**config.mk**
```make
export PLATFORM = sky130hd
export DESIGN_NAME = bcd_to_binary
export DESIGN_NICKNAME = d
export VERILOG_FILES = /design/src/rtl/bcd_to_binary.sv
export SDC_FILE = /design/constraint.sdc
export NUM_CORES = 1
export LEC_CHECK = 0
export CAP_MARGIN = 20
export CORE_UTILIZATION = 35
export DETAILED_ROUTE_END_ITERATION = 12
export GPL_ROUTABILITY_DRIVEN = 0
export GPL_TIMING_DRIVEN = 0
export PLACE_DENSITY_LB_ADDON = 0.3
export SYNTH_ARGS = -nofsm -noshare
export SYNTH_HDL_FRONTEND = slang
export SYNTH_SLANG_ARGS = --single-unit
```
**constraint.sdc**
```tcl
create_clock -name clk -period 2.05 [get_ports clk]
set_clock_uncertainty 0.2 [all_clocks]
set_input_delay 0.41 -clock clk [delete_from_list [all_inputs] [get_ports clk]]
set_output_delay 0.41 -clock clk [all_outputs]
set_load 0.01 [all_outputs]
```
**src/rtl/bcd_to_binary.sv**
```systemverilog
// ---------------------------------------------------------------------------
// bcd_to_binary
//
// Sequential converter from four packed BCD digits (0000-9999) to a 14-bit
// unsigned binary value using reverse double dabble. Each iteration shifts
// the 30-bit working register {bcd[15:0], bin[13:0]} right by one bit. It
// then subtracts 3 from every BCD nibble that reads 8 or more. After 14
// iterations the bin field holds the binary value.
//
// Ports
//   clk            system clock, all state updates on the rising edge
//   rst            synchronous, active-high reset
//   start          conversion request, sampled only while idle
//   bcd_thousands  most significant BCD digit
//   bcd_hundreds   BCD digit
//   bcd_tens       BCD digit
//   bcd_units      least significant BCD digit
//   binary_out     result, held stable between conversions
//   busy           high while a conversion is in progress
//   done           one-cycle pulse when binary_out/error are updated
//   error          last accepted request contained a digit > 9
// ---------------------------------------------------------------------------
module bcd_to_binary (
   input  logic        clk,
   input  logic        rst,
   input  logic        start,
   input  logic [3:0]  bcd_thousands,
   input  logic [3:0]  bcd_hundreds,
   input  logic [3:0]  bcd_tens,
   input  logic [3:0]  bcd_units,
   output logic [13:0] binary_out,
   output logic        busy,
   output logic        done,
   output logic        error
);

   localparam int BIN_W    = 14;
   localparam int DIGITS   = 4;
   localparam int WORK_W   = BIN_W + 4 * DIGITS;
   localparam logic [3:0] LAST_ITER = 4'd13;

   typedef enum logic {
      IDLE,
      CONV
   } state_t;

   state_t              state, state_next;
   logic [WORK_W-1:0]   work, work_next;
   logic [3:0]          iter, iter_next;
   // Set for one cycle after a request with a non-decimal digit. The error
   // response then appears one cycle later without a third FSM state.
   logic                invalid_pend, invalid_pend_next;

   logic [BIN_W-1:0]    binary_next;
   logic                busy_next;
   logic                done_next;
   logic                error_next;

   logic                digits_ok;
   logic [WORK_W-1:0]   shifted;
   logic [WORK_W-1:0]   corrected;

   assign digits_ok = (bcd_thousands <= 4'd9) && (bcd_hundreds <= 4'd9) &&
                      (bcd_tens      <= 4'd9) && (bcd_units    <= 4'd9);

   // One reverse double dabble step: shift right, then correct each digit.
   // A nibble is tested against 8 before subtracting 3, so it cannot
   // underflow.
   always_comb begin
      shifted   = work >> 1;
      corrected = shifted;
      for (int i = 0; i < DIGITS; i++) begin
         if (shifted[BIN_W + 4*i +: 4] >= 4'd8) begin
            corrected[BIN_W + 4*i +: 4] = shifted[BIN_W + 4*i +: 4] - 4'd3;
         end
      end
   end

   // Next-state and output logic.
   // NOTE: every signal gets a hold/default value before the case statement.
   // A branch that forgets a signal then cannot infer a latch.
   always_comb begin
      state_next        = state;
      work_next         = work;
      iter_next         = iter;
      invalid_pend_next = 1'b0;
      binary_next       = binary_out;
      busy_next         = busy;
      done_next         = 1'b0;
      error_next        = error;

      // Deferred response to an earlier non-decimal request.
      if (invalid_pend) begin
         binary_next = '0;
         error_next  = 1'b1;
         done_next   = 1'b1;
      end

      unique case (state)
         IDLE: begin
            if (start) begin
               if (digits_ok) begin
                  work_next  = {bcd_thousands, bcd_hundreds, bcd_tens,
                                bcd_units, {BIN_W{1'b0}}};
                  iter_next  = 4'd0;
                  busy_next  = 1'b1;
                  state_next = CONV;
               end else begin
                  invalid_pend_next = 1'b1;
               end
            end
         end

         CONV: begin
            work_next = corrected;
            iter_next = iter + 4'd1;
            if (iter == LAST_ITER) begin
               binary_next = corrected[BIN_W-1:0];
               error_next  = 1'b0;
               done_next   = 1'b1;
               busy_next   = 1'b0;
               state_next  = IDLE;
            end
         end

         default: state_next = IDLE;
      endcase
   end

   // Control state and registered outputs.
   // NOTE: sequential state uses non-blocking assignments only. All
   // registers then update together from values sampled before the edge.
   always_ff @(posedge clk) begin
      if (rst) begin
         state        <= IDLE;
         iter         <= 4'd0;
         invalid_pend <= 1'b0;
         binary_out   <= '0;
         busy         <= 1'b0;
         done         <= 1'b0;
         error        <= 1'b0;
      end else begin
         state        <= state_next;
         iter         <= iter_next;
         invalid_pend <= invalid_pend_next;
         binary_out   <= binary_next;
         busy         <= busy_next;
         done         <= done_next;
         error        <= error_next;
      end
   end

   // NOTE: the working register is deliberately left without a reset. It is
   // fully loaded on every accepted start before anything reads it, so a
   // reset would only add fan-out.
   always_ff @(posedge clk) begin
      work <= work_next;
   end

endmodule

```
==> run metrics, run 1 <==
status=finished, violations left; failing checks=DRC; total wire length=4390 microns; Clock Sinks=52; worst-path cell chain=clkdlybuf4s50_1 -> o21ai_1 -> and4_1 -> buf_6 -> a21o_4; setup slack, reg-to-reg=340 ps; Clk pwr share=29.5%; Post-Synthesis Cells=between 200 and 250; io pins=36; Global Route Usage Sum=13.6%; die height=84.2 microns; routed vias=1646; leakage power=about 1.0 nW; Core Area=between 6000 and 7000 sq um; NumNets Final=284; CTS root buf=clkbuf_8; Fillers=just over 600; Ys Warns=0; pwr/cell area=671 nW/um^2; fin crit share=92.5%; Synth cell types=35; # rows=29; Fin Hold WS=between 200 and 300 ps; Hold Vio Cnt, Final=0; initial antenna violation count=0; clk buf depth=2; Pint=0.00149 W; Reg clk slew, reported paths=around 90 ps; share of layout cells above drive strength 1=10.1%; grt ovf=0; sequential share of power=between 60% and 70%; WP data arrival=approximately 1700 ps; Max Clock Freq=~530 MHz; Pre-antenna DRT Iters=8; vias in the first global route=1602; largest net degree at the start of global routing=17; TritonCTS Buffers=5; Worst Setup Slack, final=between 150 and 200 ps; starting density of the core=around 37%; CP max stage delay=420 ps; CP endpoint kind=flop; number of H-tree levels=2; Chip Width=84.2 microns; Mean Syn Cell Area=11.1 sq um; Starting DRT DRC Count=93; Setup WS pre-CTS=-657 ps; Hold Path Class=flop to flop; CP Launch Type=input pin; post-synthesis sequential area ratio=56.2%; Worst Path Max Fanout=15; n_diodes=0; placed insts=326; Slew @ Worst Pin=about 520 ps; final setup fails=0; non-filler instance count after layout=335; DP HPWL=3030 microns; RSZ-0062 raised after global routing=false; cell area after synthesis=2370 sq um; DRT antenna net count=0; Util after Layout=roughly 46%; DRC violations left=10; clock latency on the worst-skew pair=300 ps; sw frac=roughly a quarter; commonest non-fill, non-tap cell in the layout=clkdlybuf4s50_1; critical path class=input pin to flop; maxcap violations=0; Die ar.=7100 sq um; Peak VDD IR=315 uV; NetSw=0.000469 W; P&R area growth vs syn=23.5%; Worst EP required=1850 ps; first-pass GRT wire length=slightly below 8000 microns; Port Buf Inserts=35; Comb pwr share=10.3%; Net Count, Synth=241; number of register bits inferred by synthesis=52; Synth area leaders=edfxtp_1 37%, dfxtp_1 19%, a21oi_1 5.3%; most frequent cells in the layout=35 x clkdlybuf4s50_1, 29 x edfxtp_1, 25 x a21oi_1, 23 x dfxtp_1, 19 x nand2_1; WL/cell=13.1 microns; Synth top area share=36.8%; relative slew slack=about 65%; min Tclk post-route=~1900 ps; fin. max-slew vios=0; TritonCTS clock tree=yes; setup_tns=0 ps; area leader, netlist=edfxtp_1; Crit-path slowest cell=clkdlybuf4s50_1; Post-CTS Hold Fix Bufs=0; Via density=roughly 4.9
## layout make-up
class | count | area (sq um) | area share [%]
clock inverter | 3 | 17.5 | 0.599
inverter | 9 | 33.8 | 1.16
timing repair buffer | 35 | 350 | 12.0
tap | 77 | 96.3 | 3.30
sequential | 52 | 1330 | 45.5
multi-input combinational | 141 | 938 | 32.1
buffer | 13 | 86.3 | 2.95
clock buffer | 5 | 68.8 | 2.35
## sequential cells by signal, summed over array words and instances (netlist names)
name / cells
iter: 4
error: 1
binary_out: 14
state: 1
invalid_pend: 1
done: 1
work: 29
busy: 1
## logic make-up (layout without fill, tap and decap cells)
group           after synthesis  in the layout  share of synthesized area [%]
compound gates               45             46                           11.9
xor+xnor                      7              7                           2.59
fa+ha+maj                     8              8                           4.23
buf+inv                      22             65                           5.07
flops                        52             52                           56.2
mux                           6              6                           2.70
simple gates                 74             74                           17.2
## worst max-delay path, delay by kind of cell
kind	cells	cell delay, ps
compound gates	2	480
simple gates	1	240
buf+inv	2	560
## synthesized netlist by cell type
master     count
a21o_1         1
a32o_1         1
o41ai_2        1
a311oi_1       1
mux2i_1        3
o41ai_1        1
and3_1         2
nand2_1       19
dfxtp_1       23
mux2_2         3
o21a_1         1
inv_1          9
xor2_1         1
edfxtp_1      29
o2bb2ai_1      3
buf_2          6
a31oi_1        2
nor2_1        13
and2_1        13
nor3b_1        2
o21ai_1        1
buf_6          3
buf_4          2
nand3b_1      14
clkbuf_1       2
a41oi_1        2
nand4_1        3
and4_1         2
xnor2_1        6
or3_1          1
o21ai_0        4
nor2b_1        5
a21oi_2        2
a21oi_1       25
ha_1           8
## per-layer routing
metal	track usage (%)	wire [microns]	vias up
li1	-	-	839
met1	18.5	2280	769
met2	21.5	1890	32
met3	3.34	169	6
met4	4.23	52	0
met5	0	0	-
## metrics by stage
step | total power (W) | cell area, sq um
final | 0.00196 | 2920
after global routing | 0.00206 | 2920
after CTS | 0.00199 | 2920
after detailed placement | 0.00140 | 2820
after global placement | 0.00140 | 2820
after floorplan | 0.00131 | 2370
## worst paths after layout
path	startpoint	endpoint	cells after the start
worst max register to register	iter[1]	state	5
worst min-delay path	error	error	1
worst max-delay path	bcd_tens[2]	work[15]	5
worst min register to register	error	error	1
## power groups by stage
stage               Clock [W]  Sequential [W]  Combinational (W)
floorplan                   0         0.00120           0.000118
global placement            0         0.00120           0.000193
detailed placement          0         0.00120           0.000196
CTS                  0.000602         0.00118           0.000204
global route         0.000644         0.00119           0.000226
finish               0.000579         0.00118           0.000202
## what timing repair did
action / CTS / global route
gates cloned: 1 / 0
pin swaps: 0 / 0
gates resized for setup: 2 / 2
setup endpoints to repair: 29 / 21
buffers inserted: 0 / 0
Power figures use the tool's default switching activity.
==> inputs of run 2 (changes only) <==
Settings changed: GPL_TIMING_DRIVEN 0 to unset.
==> run metrics, run 2 (same netlist as run 1, synthesis figures left out) <==
Regs by FF count=work: 29 flops, binary_out: 14 flops, iter: 4 flops; grt ovf=0; fin crit share=between 90 and 100%; Hold Path Class=flop to flop; starting density of the core=36.9%; commonest non-fill, non-tap cell in the layout=clkdlybuf4s50_1; share of layout cells above drive strength 1=12.2%; max reg flops=29; leakage power=1.08 nW; Clock Sinks=52; pwr/cell area=between 700 and 800 nW/um^2; Core Area=6420 sq um; critical path class=input pin to flop; n_diodes=0; WP data arrival=around 1700 ps; Fillers=615; Pre-antenna DRT Iters=8; NumNets Final=288; clock latency on the worst-skew pair=300 ps; initial antenna violation count=0; Global Route Usage Sum=about 14%; RSZ-0062 raised after global routing=false; Reg clk slew, reported paths=90 ps; first-pass GRT wire length=roughly 7700 microns; vias in the first global route=1597; Die ar.=about 7000 sq um; Via density=approximately 4.9; Worst setup startpoint=bcd_tens[1]; io pins=36; largest reg by FF count=work; DR top layer=met4; Hold Crit Start=binary_out[11]; sequential share of power=56.2%; Port Buf Inserts=35; min Tclk post-route=between 1500 and 2000 ps; DRC violations left=10; Comb pwr share=between 9 and 10%; setup slack, reg-to-reg=280 ps; Worst EP required=1870 ps; CP endpoint kind=flop; die height=approximately 84 microns; Post-CTS Hold Fix Bufs=0; Slew @ Worst Pin=541 ps; area of the multi-input gates=917 sq um; fin. max-slew vios=0; placed insts=330; Max Clock Freq=around 520 MHz; Pint=0.00166 W; setup_tns=0 ps; P&R area growth vs syn=26.4%; launch point of the worst reg-to-reg path=state; Post-Route M1 WL=2170 microns; Chip Width=84.2 microns; status=finished, violations left; Hold Vio Cnt, Final=0; most frequent cells in the layout=35 x clkdlybuf4s50_1, 29 x edfxtp_1, 25 x a21oi_1, 23 x dfxtp_1, 19 x nand2_1; register area=1330 sq um; CP Launch Type=input pin; failing checks=DRC; WL/cell=13.1 microns; NetSw=roughly 0.00045 W; TritonCTS clock tree=yes; Worst Path Max Fanout=22; DR WL met2=2030 microns; Peak VDD IR=297 uV; CTS resizes=0; total wire length=~4500 microns; non-filler instance count after layout=339; clk buf depth=2; DRT antenna net count=0; relative slew slack=63.9%; routed vias=~1700; number of H-tree levels=2; met3 wire len=206 microns; sw frac=21.5%; largest net degree at the start of global routing=23; Starting DRT DRC Count=66; final setup fails=0; Clk pwr share=33.9%; TritonCTS Buffers=5; # rows=29; CTS root buf=clkbuf_8; DP HPWL=3180 microns; maxcap violations=0
[run 2: changes by cell type in the layout (fill, tap and decap cells not counted), moves of 2 or more]
cell	before	now
o21ai_1	3	1
clkbuf_1	2	0
o21ai_0	2	4
buf_4	2	17
buf_2	6	0
a21o_4	2	0
buf_6	3	0
[run 2: cell type report]
cell class / count / area share, %
Clock buffer: 6 / 2.76
Multi-Input combinational cell: 140 / 30.6
Tap cell: 77 / 3.22
Sequential cell: 52 / 44.5
Clock inverter: 2 / 1.13
Inverter: 9 / 1.13
Timing Repair Buffer: 53 / 16.6
[run 2: final timing paths]
| kind | to | cells after the start |
|---|---|---|
| setup reg to reg | binary_out[6] | 3 |
| hold reg to reg | binary_out[11] | 2 |
| hold / removal | binary_out[11] | 2 |
| setup / recovery | work[12] | 6 |
[run 2: worst max-delay path: stages]
cell	delay [ps]
clkdlybuf4s50_1	420
o21ai_0	180
buf_4	150
and4_1	210
a21o_2	180
buf_12	180
[run 2: timing repair]
item,4_1_cts,5_1_grt
hold endpoints to repair,0,0
buffers inserted,0,1
endpoints found under the setup margin,0,14
[run 2: power groups by stage]
stage                     clock (W)  combinational, W  sequential, W
final                      0.000716          0.000210        0.00119
after global routing       0.000769          0.000235        0.00120
after CTS                  0.000742          0.000213        0.00119
after detailed placement          0          0.000212        0.00121
after global placement            0          0.000208        0.00121
after floorplan                   0          0.000118        0.00120
[run 2: metal layers]
layer,track usage (%),vias to the layer above
met4,5.64,0
met5,0,-
met2,22.1,36
li1,-,848
met1,18.2,777
met3,2.95,7
[run 2: through the flow]
step	cell area (sq um)	total power [W]	hold WS, ps	worst slack, ps	util, %
CTS	2990	0.00214	289	34.0	46.5
detailed placement	2870	0.00142	271	-164	44.7
global placement	2870	0.00142	269	-191	44.7
floorplan	2370	0.00131	271	136	-
finish	2990	0.00211	286	135	46.6
global route	2990	0.00220	315	64.8	46.6
==> inputs of run 3 (changes only) <==
Settings changed: CORE_ASPECT_RATIO set to 1.25.
==> run metrics, run 3 (same netlist as run 1, synthesis figures left out) <==
hold path cells=1; CTS resizes=0; max reg flops=29; relative slew slack=between 60% and 70%; Pre-antenna DRT Iters=6; total wire length=4450 microns; TritonCTS Buffers=5; Die ar.=just over 7000 sq um; initial antenna violation count=0; launch point of the worst reg-to-reg path=state; Max Clock Freq=528 MHz; commonest non-fill, non-tap cell in the layout=clkdlybuf4s50_1; sw frac=23.2%; grt ovf=0; Port Buf Inserts=35; Regs by FF count=work: 29 flops, binary_out: 14 flops, iter: 4 flops; Hold Crit Start=error; R2R depth=3; die height=roughly 94 microns; Global Route Usage Sum=14.1%; setup slack, reg-to-reg=290 ps; worst-path cell chain=clkdlybuf4s50_1 -> o21ai_1 -> and4_1 -> a21o_2 -> buf_12; WP data arrival=1710 ps; Setup Buffers After CTS=0; Worst Path Max Fanout=25; starting density of the core=36.1%; Starting DRT DRC Count=between 90 and 100; min Tclk post-route=1900 ps; final setup fails=0; Worst EP required=between 1500 and 2000 ps; status=completed; DP HPWL=3140 microns; RSZ-0062 raised after global routing=false; DRC violations left=0; CP endpoint kind=flop; leakage power=1.05 nW; clock latency on the worst-skew pair=300 ps; n_diodes=0; vias in the first global route=1549; maxcap violations=0; Post-CTS Hold Fix Bufs=0; Crit-path slowest cell=clkdlybuf4s50_1; Pint=0.00157 W; routed vias=1675; DRT antenna net count=0; Peak VDD IR=about 390 uV; share of layout cells above drive strength 1=10.9%; sequential share of power=57.9%; delay-heaviest family, CP=buffers and inverters; worst hold path endpoint=error; io pins=36; critical path class=input pin to flop; Slew @ Worst Pin=515 ps; CTS root buf=clkbuf_8; NumNets Final=approximately 280; Chip Width=75.6 microns; Hold Path Class=flop to flop; Clock Sinks=52; Util after Layout=45.2%; TritonCTS clock tree=yes; CP max stage delay=approximately 420 ps; clk buf depth=2; most frequent cells in the layout=35 x clkdlybuf4s50_1, 29 x edfxtp_1, 25 x a21oi_1, 23 x dfxtp_1, 19 x nand2_1; fin crit share=92.5%; first-pass GRT wire length=7470 microns; Worst setup startpoint=bcd_units[1]; Fillers=about 630; Clk pwr share=32.2%; pwr/cell area=691 nW/um^2; P&R area growth vs syn=25.3%; fin. max-slew vios=0; Reg clk slew, reported paths=90 ps; CP Launch Type=input pin; Comb pwr share=9.9%; number of H-tree levels=2; # rows=33; reg2reg end=binary_out[5]; dpl cell area=2850 sq um; NetSw=0.000474 W; largest net degree at the start of global routing=26; fin area=2970 sq um; WL/cell=between 10 and 15 microns; Hold Vio Cnt, Final=0; Via density=4.86; Core Area=approximately 6600 sq um; Critical path buffers and inverters=2; largest reg by FF count=work; overall power=~0.0020 W
[run 3: worst max path at each step]
stage	to	slack [ps]	cells past startpoint
3_3_place_gp	work[14]	-170	5
2_1_floorplan	work[10]	140	4
3_5_place_dp	work[11]	-180	5
4_1_cts	binary_out[4]	80	3
5_1_grt	binary_out[5]	80	3
6_report	work[15]	150	5
[run 3: final cells by class]
type / instances / area, sq um / area share [%]
multi-input cells: 140 / 917 / 30.9
repair buffers: 49 / 468 / 15.8
clock buffers: 6 / 93.8 / 3.16
clock inverters: 2 / 12.5 / 0.422
flip-flops and latches: 52 / 1330 / 44.9
inverters: 9 / 33.8 / 1.14
well taps: 87 / 109 / 3.67
[run 3: per-layer routing]
| layer | share of wire [%] | global-route usage [%] |
|---|---|---|
| met5 | 0 | 0 |
| met4 | 1.5 | 4.63 |
| met3 | 3.9 | 3.33 |
| met2 | 47 | 22.3 |
| met1 | 47 | 18.6 |
[run 3: metrics by stage]
step / setup TNS (ps) / std cells / worst slack (ps) / hold slack (ps)
6_report: 0 / 345 / 154 / 259
5_1_grt: 0 / 345 / 79.1 / 285
4_1_cts: 0 / 344 / 84.6 / 264
3_5_place_dp: -4930 / 336 / -181 / 241
3_3_place_gp: -4590 / 336 / -169 / 238
2_1_floorplan: 0 / 214 / 136 / 271
[run 3: power by group through the flow]
| stage | combinational [W] | clock, W | sequential, W |
|---|---|---|---|
| 2_1_floorplan | 0.000118 | 0 | 0.00120 |
| 4_1_cts | 0.000206 | 0.000676 | 0.00119 |
| 5_1_grt | 0.000225 | 0.000721 | 0.00119 |
| 3_3_place_gp | 0.000201 | 0 | 0.00121 |
| 3_5_place_dp | 0.000205 | 0 | 0.00121 |
| 6_report | 0.000203 | 0.000659 | 0.00119 |
